### src/rtl/mem_wb_stage.sv
// ----------------------------------------------------------------------------
// mem_wb_stage
//   MEM/WB pipeline register of a RISC-V style core. Selects the writeback
//   value (ALU, PC+4, immediate or formatted load data), formats sub-word
//   loads, detects misaligned loads, and counts retired (valid) entries.
//
// Ports
//   clk, rst_n          : clock, asynchronous active-low reset
//   stall_in            : hold every register this cycle
//   flush_in            : kill the entry being captured (wins over stall)
//   valid_in            : MEM-stage entry valid
//   wr_num_in           : destination register number
//   reg_write_in        : entry writes the register file
//   reg_wr_src_in       : 00 ALU, 01 PC+4, 10 load, 11 immediate
//   ALU_result_in, pc_plus4_in, imm_in, memory_data_in : writeback candidates
//   ld_funct3_in        : load size / sign
//   addr_low_in         : load address bits [1:0]
//   misalign_clr_in     : clear the sticky misalign flag
//   valid_out, wr_num_out, reg_write_out, wr_data_out   : registered WB entry
//   misalign_out        : sticky misaligned-load flag
//   retire_cnt_out      : count of captured valid entries (wraps)
// Load formatting assumes DATA_W = 32.
// ----------------------------------------------------------------------------
module mem_wb_stage #(
   parameter int NUM_W  = 5,
   parameter int DATA_W = 32,
   parameter int CNT_W  = 32
) (
   input  logic              clk,
   input  logic              rst_n,
   input  logic              stall_in,
   input  logic              flush_in,
   input  logic              valid_in,
   input  logic [NUM_W-1:0]  wr_num_in,
   input  logic              reg_write_in,
   input  logic [1:0]        reg_wr_src_in,
   input  logic [DATA_W-1:0] ALU_result_in,
   input  logic [DATA_W-1:0] pc_plus4_in,
   input  logic [DATA_W-1:0] imm_in,
   input  logic [DATA_W-1:0] memory_data_in,
   input  logic [2:0]        ld_funct3_in,
   input  logic [1:0]        addr_low_in,
   input  logic              misalign_clr_in,
   output logic              valid_out,
   output logic [NUM_W-1:0]  wr_num_out,
   output logic              reg_write_out,
   output logic [DATA_W-1:0] wr_data_out,
   output logic              misalign_out,
   output logic [CNT_W-1:0]  retire_cnt_out
);

   logic              valid_q, valid_d;
   logic [NUM_W-1:0]  wr_num_q, wr_num_d;
   logic              reg_write_q, reg_write_d;
   logic [DATA_W-1:0] wr_data_q, wr_data_d;
   logic              misalign_q, misalign_d;
   logic [CNT_W-1:0]  retire_cnt_q, retire_cnt_d;

   // Byte lanes of the loaded word, indexed by address low bits.
   logic [7:0] lane [4];
   generate
      for (genvar gi = 0; gi < 4; gi++) begin : g_lane
         assign lane[gi] = memory_data_in[8*gi +: 8];
      end
   endgenerate

   logic [7:0]        byte_sel;
   logic [15:0]       half_sel;
   logic [DATA_W-1:0] load_data;
   logic [DATA_W-1:0] sel_data;
   logic              is_byte, is_half, is_word;
   logic              misaligned;
   logic              capture;

   always_comb begin
      byte_sel = lane[addr_low_in];
      half_sel = addr_low_in[1] ? memory_data_in[31:16] : memory_data_in[15:0];

      case (ld_funct3_in)
         3'b000:  load_data = {{(DATA_W-8){byte_sel[7]}}, byte_sel};
         3'b100:  load_data = {{(DATA_W-8){1'b0}}, byte_sel};
         3'b001:  load_data = {{(DATA_W-16){half_sel[15]}}, half_sel};
         3'b101:  load_data = {{(DATA_W-16){1'b0}}, half_sel};
         default: load_data = memory_data_in;
      endcase

      // Any funct3 that is not a byte or half access is treated as a word.
      is_byte = (ld_funct3_in == 3'b000) || (ld_funct3_in == 3'b100);
      is_half = (ld_funct3_in == 3'b001) || (ld_funct3_in == 3'b101);
      is_word = !(is_byte || is_half);

      misaligned = valid_in && (reg_wr_src_in == 2'b10) &&
                   ((is_half && addr_low_in[0]) ||
                    (is_word && (addr_low_in != 2'b00)));

      case (reg_wr_src_in)
         2'b00:   sel_data = ALU_result_in;
         2'b01:   sel_data = pc_plus4_in;
         2'b10:   sel_data = load_data;
         default: sel_data = imm_in;
      endcase

      capture = !stall_in && !flush_in;

      valid_d      = valid_q;
      wr_num_d     = wr_num_q;
      reg_write_d  = reg_write_q;
      wr_data_d    = wr_data_q;
      retire_cnt_d = retire_cnt_q;

      if (flush_in) begin
         // Kill the entry but leave number/data as they were.
         valid_d     = 1'b0;
         reg_write_d = 1'b0;
      end else if (capture) begin
         valid_d     = valid_in;
         wr_num_d    = wr_num_in;
         reg_write_d = reg_write_in && valid_in && (wr_num_in != '0) && !misaligned;
         wr_data_d   = misaligned ? '0 : sel_data;
         if (valid_in) begin
            retire_cnt_d = retire_cnt_q + CNT_W'(1);
         end
      end

      // Clear acts on every edge; a new misaligned capture takes priority.
      if (capture && misaligned) begin
         misalign_d = 1'b1;
      end else if (misalign_clr_in) begin
         misalign_d = 1'b0;
      end else begin
         misalign_d = misalign_q;
      end
   end

   always_ff @(posedge clk or negedge rst_n) begin
      if (!rst_n) begin
         valid_q      <= 1'b0;
         wr_num_q     <= '0;
         reg_write_q  <= 1'b0;
         wr_data_q    <= '0;
         misalign_q   <= 1'b0;
         retire_cnt_q <= '0;
      end else begin
         valid_q      <= valid_d;
         wr_num_q     <= wr_num_d;
         reg_write_q  <= reg_write_d;
         wr_data_q    <= wr_data_d;
         misalign_q   <= misalign_d;
         retire_cnt_q <= retire_cnt_d;
      end
   end

   assign valid_out      = valid_q;
   assign wr_num_out     = wr_num_q;
   assign reg_write_out  = reg_write_q;
   assign wr_data_out    = wr_data_q;
   assign misalign_out   = misalign_q;
   assign retire_cnt_out = retire_cnt_q;

endmodule
### config.mk
export PLATFORM = sky130hd
export DESIGN_NAME = mem_wb_stage
export DESIGN_NICKNAME = d
export VERILOG_FILES = /design/src/rtl/mem_wb_stage.sv
export SDC_FILE = /design/constraint.sdc
export NUM_CORES = 1
export LEC_CHECK = 0
export CORE_MARGIN = 3
export CORE_UTILIZATION = 41
export CTS_CLUSTER_SIZE = 24
export DETAILED_ROUTE_END_ITERATION = 8
export PLACE_DENSITY_LB_ADDON = 0.25
export SLEW_MARGIN = 20
export SYNTH_ARGS = -nofsm -noshare
export SYNTH_HDL_FRONTEND = slang
export SYNTH_SLANG_ARGS = --single-unit
### constraint.sdc
create_clock -name clk -period 5 [get_ports clk]
set_input_delay 0.75 -clock clk [delete_from_list [all_inputs] [get_ports clk]]
set_output_delay 0.75 -clock clk [all_outputs]
set_load 0.01 [all_outputs]
==> results by group, run 1 <==
Outcome
  – Outcome: finished, final reports clean

Floorplan
  – Initial Util: a little over two fifths
  – DIE WIDTH: between 100 and 150 um
  – Core ar.: roughly 11,000 um^2
  – Core Rows: 38
  – Die area: 12,700 um^2
  – Ports: between 200 and 250
  – Die Ht: between 100 and 150 um

Clock tree
  – Max Root-Sink Buffers: 2
  – CTS tree: built
  – Worst skew pair latency: between 0.3 and 0.4 ns
  – Clk slew on worst S/H paths: 0.06 ns
  – Total CTS buffers: 9
  – CTS Hold Bufs: 0
  – CTS resizes: 0
  – H-tree depth: 3
  – Post-CTS Setup Bufs: 0
  – CTS root buf: clkbuf_16
  – CTS Sinks: 72

Global route
  – Gr ovfl total: 0
  – First-pass GRT wire length: around 26 mm
  – Antenna violations before repair: 0
  – Total Routing Usage GR: 25.3%
  – Vias in the first global route: around 4,800
  – Largest net degree at the start of global routing: 73

Logic synthesis
  – Syn Nets: approximately 650
  – Ys Warns: 0
  – Distinct cell type count after synthesis: 48
  – Syn Inst Count: 500
  – Most used DFF post-synth: dfrtp_1
  – EDFF count, synth: 0
  – Register bit total from synthesis: 72
  – Synth async-reset ratio: 100%
  – Sequential area share after synthesis: about two fifths
  – Syn Std Cell Area: between 4000 and 5000 um^2
  – Syn_area_per_cell: around 9.3 um^2

Worst setup path
  – CP delay by family, top: buffers and inverters
  – Reg2Reg Depth: 4
  – Slowest cell on the critical path: or3_1
  – Critical Path AT: between 3 and 4 ns
  – Crit path largest cell delay: 0.67 ns
  – CP Launch Type: input port
  – Largest fanout on the critical path: 26
  – Crit end category: flop
  – Worst path bufs/invs: 2
  – Worst Setup Path Type: in -> reg
  – Required time of the critical path: between 5 and 6 ns
  – CP Cell Sequence: clkdlybuf4s50_1 > buf_4 > mux4_2 > a221oi_2 > or3_1 > o221ai_1
  – Number of cells on the critical path: 6

Detailed routing
  – Routed Antenna Nets: 0
  – Vias per cell: approximately 5.6
  – Routed WL: ~16 mm
  – DRT iter0 DRCs: between 300 and 400
  – DRT Pass-1 Iters: 5
  – Vias: 4,764
  – Wirelength per Cell: 19.1 um
  – DRC errors left: 0

Finish
  – Total Nets Final: about 850
  – Layout cells sized above 1: about 6.5%
  – Syn-to-layout area delta: 54.2%
  – Final core occ: 65.4%
  – Fill count: a little under 900
  – Most common cell after layout, fill and taps aside: clkdlybuf4s50_1
  – Antenna diode count: 0
  – Commonest non-fill, non-tap cells in the layout: 216 x clkdlybuf4s50_1, 72 x dfrtp_1, 45 x nand2_1
  – Post-route design area: approximately 7200 um^2
  – Layout Cells excl Fill: approximately 850

STA
  – Tightest Pin Transition: roughly 1.0 ns
  – Final-report setup violation count: 0
  – Max Clk Rate: 323 MHz
  – Clock Skew: between 0.002 and 0.003 ns
  – Final hold vios: 0
  – RSZ-0062 raised after global routing: no
  – Setup TNS Final: 0 ns
  – Slew headroom: 30.3%
  – Fin. max-slew vios: 0
  – Post-layout min period: between 3 and 4 ns
  – Period utilization: between 60% and 70%

Power and ir drop
  – Pleak: about 3.0 nW
  – VDD IR-drop max: between 0.2 and 0.25 mV
  – Pwr per Cell Area: roughly 260 nW/um^2
  – Power Total: 1.88 mW

Place
  – # port buffers: about 220
  – Final HPWL DP: 12.5 mm
  – Placed cell count: 830
  – Placed inst area: 6890 um^2
  – Gp weighted congestion: about 0.9

Worst hold path
  – HP Class: reg -> reg
  – Hold path depth: 1

Flow run
  – Max-cap violations: 0
-- flip-flops by register name (all words and copies together) (netlist names) --
register and flops:
reg_write_out 1, valid_out 1, misalign_out 1, retire_cnt_out 32
wr_data_out 32, wr_num_out 5
-- through the flow --
step / hold WS [ns] / setup slack, ns
detailed placement: 0.466 / 1.53
global placement: 0.465 / 1.63
global route: 0.506 / 1.71
finish: 0.468 / 1.91
CTS: 0.475 / 1.89
floorplan: 0.454 / 2.76
-- power by group --
| part | switching [mW] | internal, mW |
|---|---|---|
| Clock | 0.285 | 0.347 |
| Combinational | 0.229 | 0.316 |
| Sequential | 0.0553 | 0.649 |
-- final timing paths --
check	from	slack (ns)	end
max reg2reg	retire_cnt_out[13]$_DFFE_PN0P_	3.20	retire_cnt_out[28]$_DFFE_PN0P_
max	addr_low_in[1]	1.91	wr_data_out[15]$_DFFE_PN0P_
min	retire_cnt_out[31]$_DFFE_PN0P_	0.47	retire_cnt_out[31]$_DFFE_PN0P_
max in group asynchronous	rst_n	3.83	wr_data_out[22]$_DFFE_PN0P_
min in group asynchronous	rst_n	0.54	wr_data_out[4]$_DFFE_PN0P_
min reg2reg	retire_cnt_out[31]$_DFFE_PN0P_	0.47	retire_cnt_out[31]$_DFFE_PN0P_
-- Yosys cell counts, types with 2 or more instances --
| cell type | instances | area (um^2) |
|---|---|---|
| o21ai_0 | 24 | 120 |
| and4_1 | 2 | 17.5 |
| a21oi_1 | 23 | 115 |
| nor3b_1 | 9 | 67.6 |
| nor4_1 | 3 | 18.8 |
| o21a_1 | 10 | 75.1 |
| xor2_1 | 9 | 78.8 |
| o221ai_1 | 11 | 96.3 |
| a32o_1 | 7 | 70.1 |
| mux2_2 | 2 | 22.5 |
| xnor2_1 | 22 | 193 |
| a221oi_1 | 7 | 61.3 |
| nand3_1 | 11 | 55.1 |
| nand4_1 | 15 | 93.8 |
| buf_6 | 2 | 22.5 |
| buf_1 | 3 | 11.3 |
| o221ai_2 | 13 | 195 |
| a21o_1 | 15 | 113 |
| and3_1 | 6 | 37.5 |
| buf_4 | 2 | 15.0 |
| nor3_1 | 7 | 35.0 |
| a221o_1 | 7 | 70.1 |
| o2bb2ai_1 | 7 | 61.3 |
| nor2b_1 | 3 | 18.8 |
| clkbuf_1 | 19 | 71.3 |
| a211oi_1 | 2 | 15.0 |
| dfrtp_1 | 72 | 1800 |
| nor2_1 | 38 | 143 |
| inv_1 | 22 | 82.6 |
| mux2i_1 | 38 | 380 |
| nand2b_1 | 9 | 56.3 |
| buf_2 | 7 | 35.0 |
| nand2_1 | 45 | 169 |
| and2_1 | 14 | 87.6 |
-- final cells by class --
cell class | instances | area (um^2) | area share [%]
inverters | 22 | 82.6 | 1.15
clock buffers | 9 | 225 | 3.14
flip-flops and latches | 72 | 1800 | 25.1
repair buffers | 224 | 2220 | 30.9
well taps | 140 | 175 | 2.44
clock inverters | 7 | 61.3 | 0.854
multi-input cells | 372 | 2620 | 36.4
-- routing by layer --
layer / share of wire (%) / routed length [um] / GRT usage [%] / up-vias
met5: 0 / 0 / 0 / -
met4: 2.6 / 427 / 8.49 / 0
met3: 7.3 / 1180 / 5.71 / 29
met2: 49 / 7910 / 41.7 / 204
met1: 41 / 6660 / 32.8 / 2299
li1: - / - / - / 2232
-- logic make-up after synthesis --
kind of cell / Yosys count / synth area share (%)
AOI/OAI and AO/OA: 131 / 22.3
xor gates and xnor gates: 31 / 5.83
adders and majority gates: 1 / 0.268
buffers and inverters: 56 / 5.53
DFF: 72 / 38.7
muxes: 41 / 9.13
and+or+nand+nor: 168 / 18.3
No activity file was read; power rests on OpenSTA's default activity.
==> inputs of run 2 (changes only) <==
clock period = 2.92 ns   (was 5 ns; I/O delays follow)
==> results by group, run 2 (synthesized netlist as in run 1, its figures left out) <==
Worst setup path
  – Critical Path AT: 2.50 ns (-0.76 ns)
  – Required time of the critical path: 3.14 ns (-2.02 ns)
  – Crit end category: flop
  – Slowest cell on the critical path: clkdlybuf4s50_1
  – CP Cell Sequence: clkdlybuf4s50_1 > nor3b_2 > a221oi_1 > a221o_1 > a32o_1
  – Reg2Reg Depth: 4 (unchanged)
  – R2R setup slack: 1.34 ns (-1.86 ns)
  – CP Launch Type: input port
  – Largest fanout on the critical path: 13 (-50%)
  – Critical R2R Launch: retire_cnt_out[2]$_DFFE_PN0P_
  – R2R Path End: retire_cnt_out[17]$_DFFE_PN0P_
  – Worst Setup Path Type: in -> reg
  – Crit path largest cell delay: 0.67 ns (about the same)

Detailed routing
  – Met2 Routed Length: 7.74 mm (-2.2%)
  – DRT Pass-1 Iters: 5 (unchanged)
  – DRT iter0 DRCs: 436 (+20%)
  – Vias: 4,794 (+0.63%)
  – Metal3 WL: 1.44 mm (+22%)
  – Routed Antenna Nets: 0 (unchanged)
  – Wirelength per Cell: 19.2 um (+0.58%)
  – Vias per cell: 5.63 (about the same)
  – Routed WL: 16.4 mm (+1.3%)
  – Max Used Layer: met4
  – M1 WL: 6.56 mm (-1.5%)
  – DRC errors left: 0 (unchanged)

Floorplan
  – Core Rows: 38 (unchanged)
  – Die Ht: 113 um (unchanged)
  – Ports: 219 (unchanged)
  – Die area: 12,700 um^2 (unchanged)
  – Core ar.: 11,000 um^2 (unchanged)
  – DIE WIDTH: 113 um (unchanged)
  – Initial Util: 42.4% (unchanged)

STA
  – Worst hold slack: 0.242 ns (-0.226 ns)
  – Post-layout min period: between 2 and 2.5 ns
  – Final hold vios: 0 (unchanged)
  – Period utilization: between 70% and 80%
  – Fin. max-slew vios: 0 (unchanged)
  – Final-report setup violation count: 0 (unchanged)
  – Max Clk Rate: ~440 MHz
  – Slew headroom: 38.0% (+7.7 points)
  – Setup TNS Final: 0 ns (unchanged)
  – Tightest Pin Transition: 0.930 ns (-0.111 ns)
  – Clock Skew: 0.00513 ns (+0.00238 ns)
  – RSZ-0062 raised after global routing: no
  – Final worst slack: 0.634 ns (-1.27 ns)

Power and ir drop
  – Pleak: 3.04 nW (+1.1%)
  – Power Total: 3.22 mW (+71%)
  – VDD IR-drop max: 0.323 mV (+41%)
  – Pwr per Cell Area: 444 nW/um^2 (+70%)

Global route
  – Total Routing Usage GR: 25.4% (+0.15 points)
  – First-pass GRT wire length: 25.7 mm (+0.76%)
  – Antenna violations before repair: 0 (unchanged)
  – Vias in the first global route: 4,842 (+1.2%)
  – Largest net degree at the start of global routing: 73 (unchanged)
  – Gr ovfl total: 0 (unchanged)

Clock tree
  – CTS tree: built
  – Clk slew on worst S/H paths: 0.06 ns (about the same)
  – Post-CTS Setup Bufs: 0 (unchanged)
  – Max Root-Sink Buffers: 2 (unchanged)
  – CTS root buf: clkbuf_16
  – Worst skew pair latency: 0.33 ns (about the same)
  – H-tree depth: 3 (unchanged)
  – CTS Sinks: 72 (unchanged)
  – Total CTS buffers: 9 (unchanged)
  – CTS resizes: 0 (unchanged)
  – CTS Hold Bufs: 0 (unchanged)

Place
  – Pre-CTS setup slack: 0.321 ns (-1.21 ns)
  – Placed inst area: 6950 um^2 (+0.84%)
  – # port buffers: 218 (unchanged)
  – Final HPWL DP: 12.6 mm (+1.2%)
  – Gp weighted congestion: 0.877 (+0.19%)
  – Placed cell count: 836 (+0.72%)

Finish
  – Antenna diode count: 0 (unchanged)
  – Layout cells sized above 1: 7.44% (+0.93 points)
  – Total Nets Final: 855 (+0.71%)
  – Final core occ: 65.9% (+0.49 points)
  – Post-route design area: 7240 um^2 (+0.75%)
  – Commonest non-fill, non-tap cells in the layout: 216 x clkdlybuf4s50_1, 72 x dfrtp_1, 45 x nand2_1
  – Syn-to-layout area delta: 55.3%
  – Most common cell after layout, fill and taps aside: clkdlybuf4s50_1
  – Layout Cells excl Fill: 852 (+0.71%)

Outcome
  – Outcome: finished, final reports clean

Flow run
  – Max-cap violations: 0 (unchanged)

Worst hold path
  – HP Class: in -> async
run 2: critical path, delay by kind of cell:
kind	cells	cell delay (ns)
and+or+nand+nor	1	0.58
buffers and inverters	1	0.67
AOI/OAI and AO/OA	3	0.81
run 2: routing by layer:
layer | global-route usage [%] | up-vias
met3 | 7.01 | 51
li1 | - | 2247
met1 | 32.1 | 2260
met2 | 40.2 | 236
met5 | 0 | -
met4 | 12.2 | 0
run 2: worst max path at each step:
stage                               start                           to  slack, ns  depth (start not counted)
final                     ld_funct3_in[1]   wr_data_out[4]$_DFFE_PN0P_       0.63                          5
after global routing       addr_low_in[1]  wr_data_out[16]$_DFFE_PN0P_       0.56                          7
after CTS                  addr_low_in[1]  wr_data_out[12]$_DFFE_PN0P_       0.66                          6
after detailed placement   addr_low_in[1]  wr_data_out[12]$_DFFE_PN0P_       0.32                          6
after global placement     addr_low_in[1]  wr_data_out[14]$_DFFE_PN0P_       0.41                          6
after floorplan            addr_low_in[1]  wr_data_out[21]$_DFFE_PN0P_       0.99                          7
run 2: cell type report:
type                    instances  area [um^2]
fillers                       919         3750
multi-input cells             372         2610
repair buffers                230         2280
flip-flops and latches         72         1800
clock buffers                   9          225
well taps                     140          175
inverters                      22         82.6
clock inverters                 7         63.8
run 2: power by group:
group | switching [mW] | internal [mW] | total, mW
logic | 0.395 | 0.546 | 0.941
registers | 0.0956 | 1.11 | 1.21
clock network | 0.475 | 0.595 | 1.07
==> inputs of run 3 (changes only) <==
clock period = 2.3 ns   (was 2.92 ns; I/O delays follow)
==> results by group, run 3 (synthesized netlist as in run 1, its figures left out) <==
Worst setup path
  – Required time of the critical path: 2.54 ns (-0.60 ns)
  – R2R setup slack: 0.73 ns (-0.61 ns)
  – CP Launch Type: input port
  – Reg2Reg Depth: 5 (+1)
  – Critical R2R Launch: retire_cnt_out[13]$_DFFE_PN0P_
  – Crit end category: flop
  – Largest fanout on the critical path: 7 (-6)
  – Critical Path AT: 2.34 ns (-0.16 ns)
  – R2R Path End: retire_cnt_out[28]$_DFFE_PN0P_
  – Worst Setup Path Type: in -> reg

Power and ir drop
  – VDD IR-drop max: 0.379 mV (+17%)
  – Pwr per Cell Area: 557 nW/um^2 (+25%)
  – Power Total: 4.10 mW (+28%)
  – Pleak: 3.12 nW (+2.5%)

Global route
  – First-pass GRT wire length: 26.9 mm (+4.6%)
  – Vias in the first global route: 5,140 (+6.2%)
  – Antenna violations before repair: 0 (unchanged)
  – Gr ovfl total: 0 (unchanged)
  – Largest net degree at the start of global routing: 73 (unchanged)
  – Total Routing Usage GR: 26.6% (+1.1 points)

Finish
  – Antenna diode count: 0 (unchanged)
  – Register area: 1800 um^2 (unchanged)
  – Fill count: 865 (-5.9%)
  – Layout cells sized above 1: 9.09% (+1.6 points)
  – Total Nets Final: 869 (+1.6%)
  – Most common cell after layout, fill and taps aside: clkdlybuf4s50_1
  – Syn-to-layout area delta: 58.0%
  – Multi-input gate area: 2610 um^2 (about the same)
  – Commonest non-fill, non-tap cells in the layout: 216 x clkdlybuf4s50_1, 72 x dfrtp_1, 45 x nand2_1
  – Layout Cells excl Fill: 866 (+1.6%)

Detailed routing
  – Routed WL: 16.8 mm (+2.3%)
  – Vias: 4,843 (+1.0%)
  – Routed Antenna Nets: 0 (unchanged)
  – DRT Pass-1 Iters: 4 (-1)
  – Wirelength per Cell: 19.4 um (+0.61%)
  – Vias per cell: 5.59 (-0.61%)
  – DRT iter0 DRCs: 407 (-6.7%)
  – DRC errors left: 0 (unchanged)

Place
  – Gp weighted congestion: 0.895 (+2.1%)
  – # port buffers: 218 (unchanged)
  – Final HPWL DP: 13.0 mm (+2.6%)
  – Placed cell count: 850 (+1.7%)

Outcome
  – Outcome: finished, final reports clean

STA
  – Setup TNS Final: 0 ns (unchanged)
  – Final-report setup violation count: 0 (unchanged)
  – Fin. max-slew vios: 0 (unchanged)
  – Clock Skew: 0.00619 ns (+0.00106 ns)
  – Worst hold slack: 0.153 ns (-0.0890 ns)
  – Max Clk Rate: approximately 480 MHz
  – Post-layout min period: 2.10 ns
  – Final hold vios: 0 (unchanged)
  – Period utilization: roughly nine tenths
  – Tightest Pin Transition: 1.03 ns (+0.102 ns)
  – RSZ-0062 raised after global routing: no
  – Slew headroom: 31.0% (-7.0 points)

Floorplan
  – Ports: 219 (unchanged)
  – Die area: 12,700 um^2 (unchanged)
  – Core ar.: 11,000 um^2 (unchanged)
  – DIE WIDTH: 113 um (unchanged)
  – Die Ht: 113 um (unchanged)
  – Initial Util: 42.4% (unchanged)
  – Core Rows: 38 (unchanged)

Clock tree
  – CTS root buf: clkbuf_16
  – CTS resizes: 0 (unchanged)
  – Total CTS buffers: 9 (unchanged)
  – CTS Sinks: 72 (unchanged)
  – Clk slew on worst S/H paths: 0.06 ns (about the same)
  – CTS Hold Bufs: 0 (unchanged)
  – H-tree depth: 3 (unchanged)
  – Worst skew pair latency: 0.33 ns (about the same)
  – CTS tree: built
  – Post-CTS Setup Bufs: 0 (unchanged)
  – Max Root-Sink Buffers: 2 (unchanged)

Flow run
  – Max-cap violations: 0 (unchanged)

Worst hold path
  – HP Class: in -> async
## run 3: cell count changes in the layout (fill, tap and decap cells not counted)
cell / change
nor2_1: +1
nor2_2: -1
clkinv_4: -1
inv_8: -1
buf_4: +12
buf_12: +2
inv_6: +2
## run 3: worst max-delay path, stage by stage
cell,delay (ns)
clkdlybuf4s50_1,0.48
buf_4,0.18
o21a_1,0.20
o21a_1,0.21
or4_1,0.69
o221ai_1,0.23
## run 3: area by class of cell
| class | instances | area share, % |
|---|---|---|
| Multi-Input combinational cell | 372 | 35.4 |
| Timing Repair Buffer | 244 | 32.7 |
| Sequential cell | 72 | 24.5 |
| Clock buffer | 9 | 3.06 |
| Tap cell | 140 | 2.38 |
| Inverter | 22 | 1.12 |
| Clock inverter | 7 | 0.833 |
## run 3: metrics by stage
| step | util (%) | cell area (um^2) | setup slack, ns |
|---|---|---|---|
| after global routing | 67.0 | 7360 | 0.112 |
| after floorplan | - | 4660 | 0.461 |
| after global placement | 64.4 | 7080 | -0.0248 |
| final | 67.0 | 7360 | 0.196 |
| after detailed placement | 64.4 | 7080 | -0.135 |
| after CTS | 67.0 | 7360 | 0.216 |
## run 3: per-layer routing
metal	routed length (um)	GRT usage, %
met1	6820	32.8
met2	8040	43.7
met3	1220	6.68
met4	684	12.3
met5	0	0
## run 3: how the worst max path moves through the flow
stage	start	end	slack (ns)	cells after the start
floorplan	addr_low_in[1]	wr_data_out[21]$_DFFE_PN0P_	0.46	7
global placement	addr_low_in[1]	wr_data_out[14]$_DFFE_PN0P_	-0.02	6
detailed placement	addr_low_in[1]	wr_data_out[12]$_DFFE_PN0P_	-0.14	6
CTS	addr_low_in[1]	wr_data_out[12]$_DFFE_PN0P_	0.22	6
global route	addr_low_in[1]	wr_data_out[12]$_DFFE_PN0P_	0.11	6
finish	addr_low_in[1]	wr_data_out[12]$_DFFE_PN0P_	0.20	6
## run 3: power by group
group,switching (mW),leakage [nW],internal (mW)
logic,0.510,2.05,0.711
registers,0.115,0.934,1.41
clock network,0.604,0.135,0.753
